### config.mk
export PLATFORM = sky130hd
export DESIGN_NAME = universal_shift_register
export DESIGN_NICKNAME = d
export VERILOG_FILES = /design/src/rtl/usr_pkg.sv /design/src/rtl/usr_bit_stage.sv /design/src/rtl/universal_shift_register.sv
export SDC_FILE = /design/constraint.sdc
export NUM_CORES = 1
export LEC_CHECK = 0
export ABC_CLOCK_PERIOD_IN_PS = 2200
export CAP_MARGIN = 10
export CORE_MARGIN = 5
export CORE_UTILIZATION = 40
export DETAILED_ROUTE_END_ITERATION = 6
export GPL_TIMING_DRIVEN = 0
export PLACE_DENSITY_LB_ADDON = 0.25
export REMOVE_ABC_BUFFERS = 1
export SLEW_MARGIN = 20
export SYNTH_ARGS = -nofsm -noshare
export SYNTH_HDL_FRONTEND = slang
export SYNTH_SLANG_ARGS = --single-unit
### constraint.sdc
create_clock -name clock -period 2.2 [get_ports clock]
set_input_delay 0.33 -clock clock [delete_from_list [all_inputs] [get_ports clock]]
set_output_delay 0.33 -clock clock [all_outputs]
set_load 0.02 [all_outputs]
### src/rtl/usr_pkg.sv
// Shared mode encoding, controller states and mode classification for the
// universal shift register.
package usr_pkg;

    localparam logic [2:0] MODE_HOLD  = 3'b000;
    localparam logic [2:0] MODE_LOAD  = 3'b001;
    localparam logic [2:0] MODE_SHL   = 3'b010;
    localparam logic [2:0] MODE_SHR   = 3'b011;
    localparam logic [2:0] MODE_ROL   = 3'b100;
    localparam logic [2:0] MODE_ROR   = 3'b101;
    localparam logic [2:0] MODE_ASR   = 3'b110;
    localparam logic [2:0] MODE_CLEAR = 3'b111;

    typedef enum logic {
        ST_IDLE = 1'b0,
        ST_RUN  = 1'b1
    } state_e;

    // Only the bit-moving modes can be repeated by the multi-step operation.
    function automatic logic is_shift_mode(input logic [2:0] m);
        return (m == MODE_SHL) || (m == MODE_SHR) || (m == MODE_ROL) ||
               (m == MODE_ROR) || (m == MODE_ASR);
    endfunction

endpackage

### src/rtl/usr_bit_stage.sv
// One register bit: selects its next value from itself, a neighbour,
// the load bit or zero, and holds it in a flop with asynchronous reset.
module usr_bit_stage
    import usr_pkg::*;
#(
    parameter logic RESET_BIT = 1'b0
) (
    input  logic       clock,
    input  logic       reset,
    input  logic [2:0] mode_i,
    input  logic       d_i,
    input  logic       lo_i,
    input  logic       hi_i,
    output logic       q_o
);

    logic bit_q, bit_d;

    // lo_i is the bit arriving from below (left shifts), hi_i from above.
    always_comb begin
        bit_d = bit_q;
        case (mode_i)
            MODE_HOLD:  bit_d = bit_q;
            MODE_LOAD:  bit_d = d_i;
            MODE_SHL:   bit_d = lo_i;
            MODE_ROL:   bit_d = lo_i;
            MODE_SHR:   bit_d = hi_i;
            MODE_ROR:   bit_d = hi_i;
            MODE_ASR:   bit_d = hi_i;
            MODE_CLEAR: bit_d = 1'b0;
            default:    bit_d = bit_q;
        endcase
    end

    always_ff @(posedge clock or posedge reset) begin
        if (reset) bit_q <= RESET_BIT;
        else       bit_q <= bit_d;
    end

    assign q_o = bit_q;

endmodule

### src/rtl/universal_shift_register.sv
// Parametrised universal shift register: single-step ops in IDLE and a
// counted multi-step shift/rotate with start/busy/done handshake.
module universal_shift_register
    import usr_pkg::*;
#(
    parameter int               WIDTH       = 8,
    parameter logic [WIDTH-1:0] RESET_VALUE = '0,
    localparam int              CNT_W       = $clog2(WIDTH) + 2
) (
    input  logic             clock,
    input  logic             reset,
    input  logic             en,
    input  logic [2:0]       mode,
    input  logic [WIDTH-1:0] d,
    input  logic             sin_l,
    input  logic             sin_r,
    input  logic             start,
    input  logic [CNT_W-1:0] amount,
    output logic [WIDTH-1:0] q,
    output logic             sout_l,
    output logic             sout_r,
    output logic             busy,
    output logic             done
);

    state_e           state_q, state_d;
    logic [CNT_W-1:0] cnt_q, cnt_d;
    logic [2:0]       mode_q, mode_d;
    logic             done_q, done_d;
    logic [2:0]       op_mode;
    logic [WIDTH-1:0] q_w, lo_w, hi_w;

    // op_mode is what the bit stages apply this edge; HOLD means no change.
    always_comb begin
        state_d = state_q;
        cnt_d   = cnt_q;
        mode_d  = mode_q;
        done_d  = 1'b0;
        op_mode = MODE_HOLD;
        case (state_q)
            ST_IDLE: begin
                if (start) begin
                    if (is_shift_mode(mode)) begin
                        if (amount != '0) begin
                            state_d = ST_RUN;
                            cnt_d   = amount;
                            mode_d  = mode;
                        end else begin
                            done_d = 1'b1;
                        end
                    end else begin
                        op_mode = mode;
                        done_d  = 1'b1;
                    end
                end else if (en) begin
                    op_mode = mode;
                end
            end
            ST_RUN: begin
                op_mode = mode_q;
                cnt_d   = cnt_q - CNT_W'(1);
                if (cnt_q == CNT_W'(1)) begin
                    state_d = ST_IDLE;
                    done_d  = 1'b1;
                end
            end
            default: state_d = ST_IDLE;
        endcase
    end

    always_ff @(posedge clock or posedge reset) begin
        if (reset) begin
            state_q <= ST_IDLE;
            cnt_q   <= '0;
            mode_q  <= MODE_HOLD;
            done_q  <= 1'b0;
        end else begin
            state_q <= state_d;
            cnt_q   <= cnt_d;
            mode_q  <= mode_d;
            done_q  <= done_d;
        end
    end

    for (genvar i = 0; i < WIDTH; i++) begin : g_bit
        // End stages pick serial input or wrap bit depending on the mode.
        if (i == 0) begin : g_lsb
            assign lo_w[i] = (op_mode == MODE_ROL) ? q_w[WIDTH-1] : sin_r;
        end else begin : g_lo
            assign lo_w[i] = q_w[i-1];
        end
        if (i == WIDTH - 1) begin : g_msb
            assign hi_w[i] = (op_mode == MODE_SHR) ? sin_l :
                             (op_mode == MODE_ROR) ? q_w[0] : q_w[WIDTH-1];
        end else begin : g_hi
            assign hi_w[i] = q_w[i+1];
        end

        usr_bit_stage #(
            .RESET_BIT(RESET_VALUE[i])
        ) u_stage (
            .clock (clock),
            .reset (reset),
            .mode_i(op_mode),
            .d_i   (d[i]),
            .lo_i  (lo_w[i]),
            .hi_i  (hi_w[i]),
            .q_o   (q_w[i])
        );
    end

    assign q      = q_w;
    assign sout_l = q_w[WIDTH-1];
    assign sout_r = q_w[0];
    assign busy   = (state_q == ST_RUN);
    assign done   = done_q;

endmodule

-- Yosys cells after proc, flatten, opt, wreduce, memory -nomap -nowiden
Index checks and enable logic that the tools add are counted.
Widths: inputs -> output; s select.
- register bits after elaboration: 18
- bits of input ports: 22
- logic and storage cells: 72
- reductions and logical operators: 11
- add/subtract/negate cells: 1
- bitwise gates (word level): 2
- mux-type cells: 29
- equality and inequality tests: 17
- operators with widths (cell ; count):
    $pmux 1 s4 ; 8
    $eq 3x3->1 const B ; 7
    $mux 5 ; 3
    $eq 3x2->1 const B ; 4
    $mux 1 ; 11
    $pmux 5 s2 ; 1
    $mux 3 ; 3
    $ne 2x2->1 const B ; 3
    $pmux 3 s2 ; 1
    $eq 5x1->1 const B ; 1
    $reduce_bool 5->1 ; 1
    $sub 5x1->5 const B ; 1
    $logic_or 1x1->1 ; 4
    $pmux 1 s2 ; 2
    $reduce_and 4->1 ; 1
    $eq 3x1->1 const B ; 1
    $logic_not 3->1 ; 1
    $ne 3x1->1 const B ; 1
    $reduce_and 3->1 ; 1
    $reduce_or 3->1 ; 1
    $not 1->1 ; 2
    $reduce_and 2->1 ; 1
    $reduce_or 2->1 ; 1

-- Depth between registers and ports, before layout
Gate-level depths: netlist (run 1).
- depth in word-level cells: 12
- depth in mapped cells: 8
- depth with buffers taken out: 6

-- Hierarchy
A second synthesis (run 1) with hierarchy kept.
- cell total of the unflattened synthesis: 145
- area total of the unflattened synthesis: 1401.3 µm²
- by module, submodules not included (module ; times used ; area each (µm²) ; seq. area each (µm²) ; cells each):
    universal_shift_register ; 1 ; 770.7 ; 250.2 ; 81
    usr_bit_stage ; 8 ; 78.8 ; 25.0 ; 8

-- Worst setup path after synthesis (run 1)
OpenSTA, ideal clock, no wires.
- path type: register to register
- start point: reg state_q (netlist: busy)
- end point: reg g_bit[6].u_stage.bit_q
- arrival time: 1.732 ns
- library setup time: 0.119 ns
- setup slack: 0.350 ns
- buffers on the path: 2
- cell stages (with the launch flop): 8
- clock period less this slack: 1.850 ns
- cells stage by stage: dfrtp_1 > buf_2 > o31ai_4 > nand2_2 > buf_4 > o211ai_1 > o21ai_1 > o21a_1
- word-level cells in the longest chain between the ends: 5
- elaborated cells on any way between the ends: 13
- classes of those cells: eq/ne (7); mux (2); bitwise (1); reduce/logical (3)
- ends and longest elaborated chain (item ; RTL line ; source):
    start: declaration ; universal_shift_register.sv:26 ; state_e state_q, state_d;
    start signal: assignment ; universal_shift_register.sv:78 ; state_q <= state_d;
    $not 1->1 (no source line) ; -- ;
    $pmux 3 s2 (*) ; universal_shift_register.sv:40 ; case (state_q)
    $eq 3x2->1 or $eq 3x3->1 (tied branches) ; usr_bit_stage.sv:22 ; case (mode_i)
    $reduce_or 3->1 (no source line) or $reduce_or 2->1 (tied branches) ; -- ;
    $pmux 1 s4 ; usr_bit_stage.sv:22 ;
    end signal: assignment ; usr_bit_stage.sv:37 ; else bit_q <= bit_d;
    end: declaration ; usr_bit_stage.sv:17 ; logic bit_q, bit_d;
Every way passes the cells marked *; elsewhere a longest branch is shown, timed or not.
A chain may end at the register's enable or synchronous reset.

-- Final worst setup path (run 1)
- start point: in start
- end point: reg g_bit[0].u_stage.bit_q
- word-level cells in the longest chain between the ends: 5
- elaborated cells on any way between the ends: 14
- classes of those cells: eq/ne (7); mux (4); reduce/logical (3)
- ends and longest elaborated chain (item ; RTL line ; source):
    start: declaration ; universal_shift_register.sv:17 ; input logic start,
    $mux 3 (*) ; universal_shift_register.sv:42 ; if (start) begin
    $pmux 3 s2 (*) ; universal_shift_register.sv:40 ;
    $eq 3x2->1, or another cell as far along ; usr_bit_stage.sv:22 ;
    $reduce_or 3->1 (no source line), or another cell as far along ; -- ;
    $pmux 1 s4 ; usr_bit_stage.sv:22 ;
    end signal: assignment ; usr_bit_stage.sv:37 ;
    end: declaration ; usr_bit_stage.sv:17 ;
Marks and branches as above.

==> impl_metrics.csv, run 1 <==
group,metric,value,unit
outcome,status,"finished, final reports clean",
logic_synthesis,netlist_area,1260,µm²
drt,drtPass1Iterations,4,
floorplan,rows,20,
worst_setup_path,start_kind,"input pin",
finish,stdcell_count,206,
clock_network,htree_levels,1,
logic_synthesis,synth_flop_cell,"dfrtp_1",
clock_network,cts_buffers,3,
finish,finish.instance_area,1610,µm²
clock_network,cts_buffer_depth,2,
logic_synthesis,yosys-top-cells-count,"dfrtp_1 (18), nand2_1 (10), buf_4 (9), o211ai_1 (9)",
power,power,2.42,mW
finish,diodes,0,
placement,dp_hpwl,2.15,mm
logic_synthesis,synth_warnings,0,
run,drv_cap,0,
worst_setup_path,cp.required,2380,ps
grt,grt_pass1_vias,1088,
logic_synthesis,synth.area.top_cells,"dfrtp_1 (36%), buf_4 (5.4%), o211ai_1 (5.4%)",
placement,dp_cells,200,
power,p_leak,0.629,nW
timing,max_freq,481,MHz
drt,drt_iter0_markers,62,
floorplan,coreArea,3050,µm²
worst_setup_path,cp_max_fo,12,
logic_synthesis,syn_area_per_cell,9.22,µm²
placement,dpl-instance-area,1540,µm²
grt,antenna_found_initial,0,
worst_setup_path,worst-setup-path-type,"input pin to flop",
drt,via_per_inst,5.45,
timing,max_slew_margin,52.6,%
floorplan,die_y,66.2,µm
clock_network,clk_latency,290,ps
timing,tightest_slew,710,ps
grt,grt_start_max_net_pins,19,
clock_network,clock-sinks,18,
power,power_density,1510,nW/µm²
clock_network,cts_tree,"built",
clock_network,cts_root_buf,"clkbuf_4",
logic_synthesis,synth.distinct_cells,44,
logic_synthesis,synth_enable_flop_cells,0,
placement,port_buffers,33,
logic_synthesis,ys_seq_elements,18,
worst_setup_path,crit_path_end_kind,"flop",
worst_hold_path,hold_class,"input pin to async pin",
placement,gp_congestion,0.806,
drt,route.detailed.drc,0,
finish,drive_gt1_share,12.3,%
logic_synthesis,yosysTopAreaCellShare,35.7,%
grt,grt_usage,14.8,%
logic_synthesis,async_flop_share,100,%
worst_setup_path,crit_arrival,2250,ps
logic_synthesis,synthCells,137,
timing,rsz0062_at_grt,"false",
drt,drtAntennaViolNets,0,
drt,num_vias,1123,
drt,routed_wl,3.03,mm
finish,fin_nets,188,
drt,routedWlPerCell,14.7,µm
timing,clock_skew,4.56,ps
logic_synthesis,yosys.area.top_type,"dfrtp_1",
floorplan,pin_count,34,
grt,grt_pass1_wl,5.16,mm
power,peakVddDrop,585,µV
floorplan,dieArea,4380,µm²
floorplan,initial_utilization,41.4,%
grt,grt_overflow,0,
timing,maxSlewViolCount,0,
clock_network,holdBufCountCts,0,
clock_network,clk_pin_slew_worst_paths,100,ps
floorplan,die_w,66.2,µm
timing,final.period_utilization,94.4,%
finish,area_delta_synth_final,27.3,%
logic_synthesis,yosysMostFrequentCell,"dfrtp_1",
timing,setup-violations-final,0,
timing,final-hold-violation-count,0,
timing,period_needed,2080,ps
logic_synthesis,ys_seq_area_share,35.7,%
==> power by group <==
group	total, mW	switching, mW	internal (mW)
registers	0.675	0.171	0.504
logic	1.58	0.839	0.743
clock network	0.164	0.100	0.0637
total	2.42	1.11	1.31
==> layout by cell type (no fill, tap or decap), types with 3 or more instances in the layout <==
master and n:
a21oi_1 8, and3_1 3, clkbuf_4 3, clkdlybuf4s50_1 33, dfrtp_1 17, inv_1 8
mux2_2 4, nand2_1 10, nor2_1 6, o211ai_1 9, o21a_1 6, o21ai_0 3
o21ai_1 6, o22ai_1 6
==> repair_timing <==
item / CTS / global route
gates resized for setup: 4 / 0
buffers inserted: 2 / 0
hold endpoints to repair: 0 / 0
setup endpoints to repair: 8 / 0
==> registers in the layout, indices dropped and copies added (netlist names) <==
name / cells
cnt_q: 5
mode_q: 3
busy: 1
g_bit.u_stage.q_o: 8
done: 1
==> routing by layer <==
layer  track usage [%]  share of wire, %  wire [µm]
met4              3.81               1.0         31
met5                 0                 0          0
met1              21.3                48       1460
met2              21.8                45       1360
met3              3.91               5.9        178
==> worst max-delay path, stage by stage <==
cell and delay, ps:
clkdlybuf4s50_1 530, nor2b_2 300, a21oi_1 170, o21ai_4 350, a21oi_1 140, nor4b_1 330
nor3_1 100
==> layout make-up <==
type                       instances  area, µm²
tap                               44       55.1
timing repair buffer              35        345
sequential                        18        452
fill                             303       1450
multi-input combinational         98        702
inverter                           8       30.0
clock buffer                       3       22.5
==> stage by stage <==
step	hold slack [ps]	utilization, %	worst slack, ps	TNS (ps)
final	446	52.6	123	0
after global routing	514	52.6	60.8	0
after CTS	479	52.6	138	0
after detailed placement	495	50.5	-755	-5090
after global placement	490	50.5	-645	-4540
after floorplan	269	-	34.4	0
==> path summary, 6_finish.rpt <==
kind                            from              endpoint  slack, ps  cells past startpoint
setup / recovery               start  g_bit[0].u_stage.q_o        120                      7
hold / removal                 reset                  done        450                      2
setup reg to reg                busy  g_bit[0].u_stage.q_o        200                      7
hold reg to reg            mode_q[1]             mode_q[1]        520                      1
max in group asynchronous      reset                  busy       1260                      2
min in group clock         mode_q[1]             mode_q[1]        520                      1
==> cells by family (layout without fill, tap and decap cells) <==
| family | Yosys count | after routing | synth area share [%] |
|---|---|---|---|
| buffers and inverters | 22 | 46 | 10.9 |
| and+or+nand+nor | 35 | 35 | 14.6 |
| muxes | 5 | 5 | 4.46 |
| AOI/OAI and AO/OA | 52 | 53 | 29.7 |
| xor gates and xnor gates | 3 | 3 | 2.68 |
| DFF | 18 | 18 | 35.7 |
| adders and majority gates | 2 | 2 | 1.98 |
No activity file was read; power rests on OpenSTA's default activity.
==> inputs of run 2 (changes only) <==
Settings changed: CORE_ASPECT_RATIO from default to 0.9.
==> impl_metrics.csv, run 2 (synthesized netlist as in run 1, its figures left out) <==
group,metric,value,unit
timing,period_needed,2000,ps
floorplan,die_w,69.2,µm
placement,dpl-instance-area,1540,µm²
drt,via_per_inst,5.50,
clock_network,clk_pin_slew_worst_paths,110,ps
worst_setup_path,crit_path_end_kind,"flop",
finish,area_delta_synth_final,27.1,%
drt,drtAntennaViolNets,0,
worst_setup_path,start_kind,"input pin",
timing,final.period_utilization,91.1,%
worst_setup_path,slowest_delay,530,ps
clock_network,cts_buffers,3,
drt,routed_wl,3.00,mm
timing,final-hold-violation-count,0,
finish,final_cell_mix,"clkdlybuf4s50_1 (33), dfrtp_1 (17), nand2_1 (10), o211ai_1 (9)",
grt,grt_pass1_wl,5.26,mm
timing,rsz0062_at_grt,"false",
worst_setup_path,cpMaxStageDelayCell,"clkdlybuf4s50_1",
worst_setup_path,crit_arrival,2190,ps
worst_setup_path,cp.required,2390,ps
timing,tightest_slew,722,ps
timing,clock_skew,1.86,ps
floorplan,coreArea,3040,µm²
clock_network,htree_levels,1,
timing,maxSlewViolCount,0,
worst_setup_path,cp_max_fo,12,
clock_network,cts_root_buf,"clkbuf_4",
clock_network,clk_latency,300,ps
clock_network,cts_buffer_depth,2,
worst_setup_path,worst-setup-path-type,"input pin to flop",
clock_network,cts_tree,"built",
placement,gp_congestion,0.843,
timing,setup-violations-final,0,
power,peakVddDrop,706,µV
grt,grt_overflow,0,
placement,port_buffers,33,
finish,final_common_cell,"clkdlybuf4s50_1",
finish,fillCellCount,308,
drt,routedWlPerCell,14.7,µm
power,power_density,1500,nW/µm²
outcome,status,"finished, final reports clean",
grt,grt_usage,14.6,%
grt,grt_pass1_vias,1077,
floorplan,rows,19,
grt,antenna_found_initial,0,
placement,dp_hpwl,2.11,mm
run,drv_cap,0,
power,p_leak,0.629,nW
finish,largest_register_ffs,8,
clock_network,clock-sinks,18,
finish,fin_nets,188,
timing,max_freq,499,MHz
floorplan,pin_count,34,
finish,diodes,0,
worst_hold_path,hold_class,"input pin to async pin",
drt,route.detailed.drc,0,
floorplan,die_y,63.3,µm
timing,max_slew_margin,51.8,%
floorplan,initial_utilization,41.5,%
timing,whs,441,ps
finish,finish.instance_area,1600,µm²
drt,drtPass1Iterations,4,
finish,drive_gt1_share,12.3,%
grt,grt_start_max_net_pins,19,
worst_setup_path,cp_common_cell,"a21oi_1",
drt,drt_iter0_markers,57,
worst_setup_path,cp_cell_sequence,"clkdlybuf4s50_1 -> nor2b_2 -> a21oi_1 -> o21ai_4 -> a21oi_1 -> a311oi_1 -> nor3_1",
floorplan,dieArea,4380,µm²
drt,num_vias,1123,
[run 2: cell counts in the layout (fill, tap and decap cells not counted)]
Identical to the previous run, type by type.
[run 2: final timing paths]
check	cells after the start	slack [ps]	from	to
max in group asynchronous	2	1260	reset	busy
setup / recovery	7	200	start	g_bit[0].u_stage.q_o
setup reg to reg	7	240	busy	g_bit[5].u_stage.q_o
hold / removal	2	440	reset	done
min in group clock	1	510	mode_q[2]	mode_q[2]
hold reg to reg	1	510	mode_q[2]	mode_q[2]
[run 2: layout make-up]
class                      instances  area, µm²  share of cell area (%)
multi-input combinational         98        702                    43.8
inverter                           8       30.0                    1.87
clock buffer                       3       22.5                    1.40
sequential                        18        452                    28.2
timing repair buffer              35        345                    21.5
tap                               42       52.6                    3.28
[run 2: stage by stage]
stage | instances | total power, mW | setup WS, ps | TNS (ps) | util, %
floorplan | 123 | 1.70 | 34.4 | 0 | -
global placement | 198 | 2.13 | -598 | -4090 | 50.5
detailed placement | 198 | 2.18 | -682 | -4650 | 50.5
CTS | 203 | 2.40 | 18.7 | 0 | 52.4
global route | 204 | 2.63 | 20.9 | 0 | 52.7
finish | 204 | 2.41 | 195 | 0 | 52.7
[run 2: routing by layer]
metal	global-route usage, %	vias up	share of wire (%)
li1	-	557	-
met1	20.6	527	47
met2	21.3	35	45
met3	3.50	4	6.5
met4	5.85	0	1.4
met5	0	-	0
[run 2: critical path, delay by kind of cell]
| family | cells | cell delay [ps] |
|---|---|---|
| compound gates | 4 | 940 |
| buf+inv | 1 | 530 |
| simple gates | 2 | 400 |
[run 2: power by group]
group	internal (mW)	total (mW)	switching [mW]
sequential	0.503	0.676	0.173
combinational	0.744	1.56	0.818
clock	0.0639	0.172	0.108
[run 2: what timing repair did]
item,CTS,global route
buffers inserted,1,1
gates resized for setup,3,1
endpoints found under the setup margin,8,8
cloned,1,0
hold endpoints to repair,0,0
hold buffers,0,0
pin swaps,2,2
